--- src/rtl/hash_enc_pkg.sv ---
// Shared types and default constants for the hash-encoding pipeline.
package hash_enc_pkg;

  typedef enum logic {
    IDLE = 1'b0,
    EMIT = 1'b1
  } addr_gen_state_e;

  typedef logic [63:0] byte_addr_t;

  localparam int unsigned DEF_TABLE_ENTRIES = 4096;
  localparam byte_addr_t  DEF_TABLE_MASK    = 64'(DEF_TABLE_ENTRIES - 1);
  localparam byte_addr_t  DEF_LEVEL_OFFSET  = 64'd16384;

endpackage

--- src/rtl/hash_addr_calc.sv ---
// Combinational (level, index) -> byte address for one feature-table entry.
// Index bits above the table size are dropped so the index wraps in its table.
module hash_addr_calc
  import hash_enc_pkg::*;
#(
  parameter int         DATA_WIDTH    = 32,
  parameter int         LW            = 4,
  parameter int         TABLE_ENTRIES = DEF_TABLE_ENTRIES,
  parameter int         ENTRY_BYTES   = 4,
  parameter byte_addr_t LEVEL_OFFSET  = DEF_LEVEL_OFFSET,
  parameter byte_addr_t BASE_ADDR     = 64'd0
) (
  input  logic [LW-1:0]         i_level,
  input  logic [DATA_WIDTH-1:0] i_idx,
  output byte_addr_t            o_addr
);

  localparam byte_addr_t MASK = 64'(TABLE_ENTRIES - 1);

  byte_addr_t w_idx64;
  byte_addr_t w_level_base;
  byte_addr_t w_entry_off;

  assign w_idx64      = 64'(i_idx);
  assign w_level_base = byte_addr_t'(i_level) * LEVEL_OFFSET;
  assign w_entry_off  = (w_idx64 & MASK) * byte_addr_t'(ENTRY_BYTES);
  assign o_addr       = BASE_ADDR + w_level_base + w_entry_off;

endmodule

--- src/rtl/hash_level_addr_gen.sv ---
// Multi-level, multi-corner hash-table address generator.
// Latches one request (level + NUM_CORNERS indices) and streams one registered
// byte address per corner; the next request can load on the last-corner beat.
module hash_level_addr_gen
  import hash_enc_pkg::*;
#(
  parameter int         DATA_WIDTH    = 32,
  parameter int         NUM_LEVELS    = 16,
  parameter int         NUM_CORNERS   = 8,
  parameter int         TABLE_ENTRIES = DEF_TABLE_ENTRIES,
  parameter int         ENTRY_BYTES   = 4,
  parameter byte_addr_t LEVEL_OFFSET  = DEF_LEVEL_OFFSET,
  parameter byte_addr_t BASE_ADDR     = 64'd0,
  localparam int        LW            = (NUM_LEVELS  > 1) ? $clog2(NUM_LEVELS)  : 1,
  localparam int        CW            = (NUM_CORNERS > 1) ? $clog2(NUM_CORNERS) : 1
) (
  input  logic                              clk,
  input  logic                              rst_n,
  input  logic                              in_valid,
  output logic                              in_ready,
  input  logic [LW-1:0]                     in_level,
  input  logic [NUM_CORNERS*DATA_WIDTH-1:0] in_idx,
  output logic                              out_valid,
  input  logic                              out_ready,
  output logic [63:0]                       out_addr,
  output logic [CW-1:0]                     out_corner,
  output logic [LW-1:0]                     out_level,
  output logic                              out_last,
  output logic                              err_level
);

  addr_gen_state_e r_state;
  addr_gen_state_e w_state_nxt;

  logic [NUM_CORNERS-1:0][DATA_WIDTH-1:0] r_idx;
  logic [LW-1:0]                          r_level;
  logic [CW-1:0]                          r_corner;
  byte_addr_t                             r_addr;
  logic                                   r_last;
  logic                                   r_err;

  logic                  w_lvl_ok;
  logic                  w_accept;
  logic                  w_load;
  logic                  w_out_fire;
  logic                  w_advance;
  logic [CW-1:0]         w_next_corner;
  logic [LW-1:0]         w_calc_level;
  logic [DATA_WIDTH-1:0] w_calc_idx;
  byte_addr_t            w_calc_addr;

  // Level range check widened by one bit so NUM_LEVELS itself is representable.
  assign w_lvl_ok      = {1'b0, in_level} < (LW+1)'(NUM_LEVELS);
  assign w_accept      = in_valid && in_ready;
  assign w_load        = w_accept && w_lvl_ok;
  assign w_out_fire    = out_valid && out_ready;
  assign w_advance     = w_out_fire && !r_last;
  assign w_next_corner = r_corner + 1'b1;

  // One address calculator: a fresh request uses its corner 0 straight from the
  // input; otherwise the latched request supplies the following corner.
  assign w_calc_level = w_load ? in_level : r_level;
  assign w_calc_idx   = w_load ? in_idx[DATA_WIDTH-1:0] : r_idx[w_next_corner];

  hash_addr_calc #(
    .DATA_WIDTH   (DATA_WIDTH),
    .LW           (LW),
    .TABLE_ENTRIES(TABLE_ENTRIES),
    .ENTRY_BYTES  (ENTRY_BYTES),
    .LEVEL_OFFSET (LEVEL_OFFSET),
    .BASE_ADDR    (BASE_ADDR)
  ) u_calc (
    .i_level(w_calc_level),
    .i_idx  (w_calc_idx),
    .o_addr (w_calc_addr)
  );

  // State register.
  always_ff @(posedge clk or negedge rst_n) begin
    if (!rst_n) r_state <= IDLE;
    else        r_state <= w_state_nxt;
  end

  // Next state: leave EMIT only on the last beat, unless a good request reloads it.
  always_comb begin
    w_state_nxt = r_state;
    case (r_state)
      IDLE:    if (w_load) w_state_nxt = EMIT;
      EMIT:    if (w_out_fire && r_last) w_state_nxt = w_load ? EMIT : IDLE;
      default: w_state_nxt = IDLE;
    endcase
  end

  // Handshake outputs; in_ready sees out_ready combinationally for zero-bubble reload.
  always_comb begin
    out_valid = (r_state == EMIT);
    in_ready  = (r_state == IDLE) || ((r_state == EMIT) && out_ready && r_last);
  end

  // Request latch, corner counter and registered output beat.
  always_ff @(posedge clk or negedge rst_n) begin
    if (!rst_n) begin
      r_idx    <= '0;
      r_level  <= '0;
      r_corner <= '0;
      r_addr   <= '0;
      r_last   <= 1'b0;
    end else if (w_load) begin
      r_idx    <= in_idx;
      r_level  <= in_level;
      r_corner <= '0;
      r_addr   <= w_calc_addr;
      r_last   <= (NUM_CORNERS == 1);
    end else if (w_advance) begin
      r_corner <= w_next_corner;
      r_addr   <= w_calc_addr;
      r_last   <= (w_next_corner == CW'(NUM_CORNERS - 1));
    end
  end

  // Single-cycle flag for a consumed request whose level is out of range.
  always_ff @(posedge clk or negedge rst_n) begin
    if (!rst_n) r_err <= 1'b0;
    else        r_err <= w_accept && !w_lvl_ok;
  end

  assign out_addr   = r_addr;
  assign out_corner = r_corner;
  assign out_level  = r_level;
  assign out_last   = r_last;
  assign err_level  = r_err;

endmodule
--- config.mk ---
export PLATFORM = sky130hd
export DESIGN_NAME = hash_level_addr_gen
export DESIGN_NICKNAME = d
export VERILOG_FILES = /design/src/rtl/hash_enc_pkg.sv /design/src/rtl/hash_addr_calc.sv /design/src/rtl/hash_level_addr_gen.sv
export SDC_FILE = /design/constraint.sdc
export NUM_CORES = 1
export LEC_CHECK = 0
export CAP_MARGIN = 20
export CORE_MARGIN = 2
export CORE_UTILIZATION = 35
export DETAILED_ROUTE_END_ITERATION = 8
export PLACE_DENSITY_LB_ADDON = 0.12
export SYNTH_ARGS = -nofsm -noshare
export SYNTH_HDL_FRONTEND = slang
export SYNTH_SLANG_ARGS = --single-unit
--- constraint.sdc ---
create_clock -name clk -period 2.3 [get_ports clk]
set_clock_uncertainty 0.2 [all_clocks]
set_input_delay 0.23 -clock clk [delete_from_list [all_inputs] [get_ports clk]]
set_output_delay 0.23 -clock clk [all_outputs]
set_load 0.02 [all_outputs]
* Yosys cells after proc, flatten, opt, wreduce, memory -nomap -nowiden
Index checks and enable logic that the tools add are counted.
** Operators by class
- Add/subtract/negate cells :: 2
- Bitwise gates (word level) :: 1
- Eq/ne operators :: 1
- $lt $le $gt $ge :: 1
- Mux-type cells :: 13
- Reduce and logical (&&, ||, !) cells :: 7
** Operator list (number)
- 2-to-1 mux 64 bit :: 2
- binary-select mux 32 bit (select 3 bit) :: 1
- 2-to-1 mux 12 bit :: 2
- adder 18 x 14 -> 19 bit :: 1
- 2-to-1 mux 3 bit :: 2
- logical AND 1 bit :: 4
- < comparator 3 x 4 -> 1 bit (second input constant) :: 1
- 2-to-1 mux 1 bit :: 4
- 2-to-1 mux 4 bit :: 1
- adder 3 x 1 -> 3 bit (second input constant) :: 1
- equality test 3 bit (second input constant) :: 1
- one-hot mux 1 bit (2 select lines) :: 1
- nonzero test 2 bit :: 1
- zero test 1 bit :: 1
- logical OR 1 bit :: 1
- NOT 1 bit :: 1
** Storage, ports and cells
- Output and inout bits :: 75
- Register bits after elaboration :: 329
- Input bits :: 264
- Logic and storage cells :: 38

* Depth between registers and ports, before layout
- Depth in word-level cells :: 8
- Depth in mapped cells :: 9
- Gate-level depth less buffers :: 6

* Modules after synthesis
Synthesis repeated with hierarchy kept, for this count alone.
** Second synthesis, totals
- Cell total of the unflattened synthesis :: 999
- Area, all modules :: 16283.1 sq um
** Modules (own cells, without submodules)
- hash_level_addr_gen :: area an instance 15798.9 sq um, instances 1, cells an instance 934
- hash_addr_calc :: area an instance 484.2 sq um, instances 1, cells an instance 65

* Least setup slack after synthesis
Ideal clock, no wire load.
- Kind :: register to register
- Start point :: reg r_corner[0], in the netlist out_corner[0]
- End point :: reg r_addr[10], in the netlist out_addr[10]
- Slack :: -0.211 ns
- Required time :: 1.966 ns
- Buffers on the path :: 4
- Arrival time :: 2.177 ns
- Clock period less this slack :: 2.511 ns
- Stages on the path, launching flop included :: 10
- Setup time :: 0.134 ns
- Cell sequence :: dfrtp_1 -> buf_6 -> buf_4 -> inv_1 -> ha_1 -> buf_2 -> clkbuf_1 -> mux4_2 -> mux2i_1 -> o21ai_0
** Between the ends
- Longest elaborated chain between the ends :: 7
** Ends and longest elaborated chain
- start: declaration :: RTL line hash_level_addr_gen.sv:37 : logic [CW-1:0] r_corner;
- start signal: assignment :: RTL line hash_level_addr_gen.sv:115 : r_corner <= w_next_corner;
- adder 3 x 1 -> 3 bit (*) :: RTL line hash_level_addr_gen.sv:58 : assign w_next_corner = r_corner + 1'b1;
- binary-select mux 32 bit (select 3 bit) (*) :: RTL line hash_level_addr_gen.sv:63 : assign w_calc_idx = w_load ? in_idx[DATA_WIDTH-1:0] : r_idx[w_next_corner];
- 2-to-1 mux 12 bit (not written as such) (*) :: RTL line hash_level_addr_gen.sv:63
- 2-to-1 mux 12 bit (*) :: RTL line hash_level_addr_gen.sv:63
- adder 18 x 14 -> 19 bit (*) :: RTL line hash_addr_calc.sv:27 : assign o_addr = BASE_ADDR + w_level_base + w_entry_off;
- 2-to-1 mux 64 bit :: RTL line hash_level_addr_gen.sv:114 : end else if (w_advance) begin
- 2-to-1 mux 64 bit (*) :: RTL line hash_level_addr_gen.sv:108 : end else if (w_load) begin
- end signal: assignment :: RTL line hash_level_addr_gen.sv:112 : r_addr <= w_calc_addr;
- end signal: assignment :: RTL line hash_level_addr_gen.sv:116 : r_addr <= w_calc_addr;
- end: declaration :: RTL line hash_level_addr_gen.sv:38 : byte_addr_t r_addr;
Mark *: on every way between the ends. The rest lies on a longest branch, timed or not. The select of a mux whose other input is x is not followed.
A chain may end at the register's enable or synchronous reset.

* Final worst setup path
- Start point :: reg r_corner[0], in the netlist out_corner[0]
- End point :: out out_corner[0]
** RTL lines
- end: declaration :: RTL line hash_level_addr_gen.sv:26 : output logic [CW-1:0] out_corner,
No word-level cell between the ends.

==> impl_summary.md <==
Clock network
The clock reaches the later pin of the worst-skew pair after approximately 0.42 ns. The root buffer cell chosen for the clock tree is clkbuf_16. Clock-pin slew was measured on the worst setup and hold paths at around 0.060 ns. The H-tree was split into 4 levels. No sink is reached through more buffers than the 2 on the longest clock path. The CTS tree is yes. The CTS buffer count is 17.

The number of sinks on the clock net is between 100 and 150.

Timing
Static timing analysis puts the maximum clock frequency at around 0.47 GHz. The share of the clock period used by the worst path after layout is between 90% and 100%. The clock period minus final worst setup slack is about 2.1 ns. For the final routed database, the setup TNS stands at 0 ns. For the pin with the worst max-slew slack, the measured transition is roughly 0.53 ns. The max-slew violation count is 0. Setup violations remaining at the end of the flow were counted as 0.

Setup repair after global routing left no endpoint under its margin. The final worst setup slack is 0.159 ns. The tightest hold path in the finished design has a slack of around 0.15 ns.

Measured against its own limit, the worst slew margin works out to 64.5%. The final number of hold-violating endpoints was 0.

Detailed routing
For this block, the via count after detailed routing is 3658. Dividing the detail-routed wire length by the instance count gives between 15 and 20 µm. Wires add up to ~14000 µm.

The number of detailed-routing iterations run before antenna repair is 4. The number of DRC violations after detailed routing is 0. The detailed router finished its first iteration with 151 violations.

The detail route stage leaves a number of antenna-violating nets equal to 0. In the routed layout, each cell is associated on average with a via count of 4.68.

GRT
The number of global-route vias before repair came to between 3000 and 4000. The global-route wire length before repair is 21400 µm. The number of antenna violations at the first check in global routing was 0. Global routing consumed, over all layers together, 16.2% of the routing resources.

For this run the aggregate overflow at the end of global routing stands at 0. The largest net degree at the start of global routing is 46.

Power
The worst-case IR drop observed on VDD is just over 0.6 mV. In this run the power density over the cells is between 1000 and 1500 nW/µm². Summing internal, switching and leakage power gives 11.0 mW. The static power due to leakage is 3.32 nW.

Setup path
The combined buffer and inverter count along the critical path is 2. In this run the critical register-to-register path is captured at out_addr[10]. The endpoint of the most critical setup path is out_corner[0].

The critical path's slowest cell is clkdlybuf4s50_1. The worst setup path is captured at an output port. Measured in cells, the most critical reg-to-reg path has a length of 5. The critical path data required time is about 1.9 ns. The critical path goes through buf_12, clkdlybuf4s50_1. The startpoint type of the worst setup path is a flip-flop.

The number of cells on the critical path is 2. The startpoint of the worst-slack reg-to-reg timing path is out_corner[1]. The biggest cell delay along the critical path is 0.66 ns. The kind of critical path is flip-flop to output port. The data arrival time of the critical path is 1.71 ns. In this run the worst path has a maximum fanout of 28. The launching instance or port of the critical path is out_corner[0]. In this run the register-to-register setup slack is about 0.16 ns. Among cell families on the critical path, the largest total delay comes from buffers and inverters.

Final layout
The final non-filler cell total is approximately 780. The library cell used most frequently in the layout, excluding fill and tap cells, is clkdlybuf4s50_1. Fill cells in the final layout number 1476. The area overhead of the layout relative to synthesis is 34.7%.

The sequential cell area is approximately 3000 µm². The total area of multi-input combinational cells is ~2500 µm². The total non-filler cell area in the finished layout is between 7000 and 8000 µm². The number of antenna diodes in the final layout is 0. After the last flow step, the layout net total stands at about 810.

Cells fill approximately 48% of the core in the end. In the layout the commonest cells are clkdlybuf4s50_1 (128), dfrtp_1 (120), mux2_2 (102). The fraction of final layout cells sized beyond drive strength 1 is approximately a third.

Die
The number of placed I/O pins is 339. The starting density of the core is between 30 and 40%. The core area is ~16000 µm². The floorplan step set the die height to ~130 µm. The floorplan die width is approximately 130 µm. The die outline area is 17700 µm². After floorplanning, the core was divided into 47 placement rows.

Place
The cell area after placement is 7240 µm². Timing analysis after detailed placement gives a worst setup slack of roughly 0.037 ns. The total instance count after detailed placement is 748. The half-perimeter wire length after detailed placement is between 9000 and 10000 µm. The count of buffers inserted at the top-level ports is ~130.

The final estimated routing congestion in global placement is ~0.77.

Yosys
Summed over its instances, the top area cell type makes up approximately 52% of the synthesized netlist area. The mean cell area of the mapped netlist is between 10 and 15 µm². Counting flops and latches in the post-synthesis netlist gives ~120.

The area of the mapped netlist is 5830 µm². After synthesis, the netlist uses 26 different library cells. Ranked by total cell area, the synthesized netlist is headed by dfrtp_1 (52%), mux2_2 (20%), mux4_2 (9.3%). The cell type contributing the most total cell area after synthesis is dfrtp_1.

The yosys synthesis warning count is 0. Counting every instance in the synthesized netlist gives between 400 and 500. The sequential-to-total area share from yosys stat is 52.0%.

Hold path
The class of the tightest hold or removal check is input pin to asynchronous set/reset pin.

Flow run
Across the run, the number of max-cap violations was 0.

Run status
The flow ran to the end, and the final reports show no timing, DRC or antenna violations.
==> cells by family (layout without fill, tap and decap cells) <==
logic type      Yosys count  count (layout)  synth area share, %
mux                     140             140                 31.6
flops                   121             121                 52.0
buf+inv                  76             180                 9.19
compound gates           43              43                 4.59
simple gates             25              25                 1.98
fa+ha+maj                 2               2                0.429
other cells               1              49               0.0643
xor+xnor                  1               1                0.150
==> where the power goes <==
part | internal, mW | leakage, nW | switching (mW) | total (mW)
Sequential | 3.21 | 1.44 | 0.573 | 3.79
Clock | 1.66 | 0.282 | 1.00 | 2.66
Combinational | 2.57 | 1.59 | 1.95 | 4.52
Total | 7.44 | 3.32 | 3.53 | 11.0
==> what timing repair did <==
item                                   in CTS  in global routing
setup endpoints to repair                   0                  5
resized for setup                           0                  1
setup buffers                               0                  0
hold buffers                                1                  0
endpoints found under the hold margin      36                  0
==> how the worst min path moves through the flow <==
stage | start | to
4_1_cts | rst_n | r_idx[64]
3_5_place_dp | rst_n | r_idx[64]
6_report | rst_n | r_idx[33]
3_3_place_gp | rst_n | r_idx[96]
5_1_grt | rst_n | r_idx[64]
2_1_floorplan | rst_n | out_addr[10]
==> state kept, by name, summed over array words and instances (netlist names) <==
| name | count |
|---|---|
| r_idx | 96 |
| out_addr | 16 |
| out_valid | 1 |
| out_level | 4 |
| out_last | 1 |
| out_corner | 3 |
==> layout make-up <==
class	instances	area share, %
clock buffers	19	5.77
flip-flops and latches	121	38.6
well taps	220	3.51
clock inverters	13	1.83
multi-input cells	260	31.3
repair buffers	146	18.9
inverters	2	0.0956
==> cell usage after synthesis, drive strengths merged <==
master  count
a21oi       2
inv         2
dfrtp     121
xor2        1
nand2b      3
nand2       5
o21ai      28
mux2      105
buf        66
conb        1
nor2       13
nand3b      1
clkbuf      8
mux4       24
a21bo       1
o21a        1
nor2b       3
o221ai     11
ha          2
mux2i      11
==> worst reg2reg max path: stages (launching register included) <==
cell and delay, ns:
dfrtp_1 0.41, ha_1 0.48, buf_6 0.29, mux4_2 0.41, mux2i_1 0.15, o21ai_0 0.08
==> routing by layer <==
metal | global-route usage, % | wire, µm | vias to the layer above
met1 | 21.7 | 6140 | 1844
met3 | 4.64 | 767 | 15
li1 | - | - | 1664
met2 | 25.4 | 6600 | 135
met5 | 0 | 0 | -
met4 | 5.68 | 216 | 0
(Power assumes the default switching activity.)
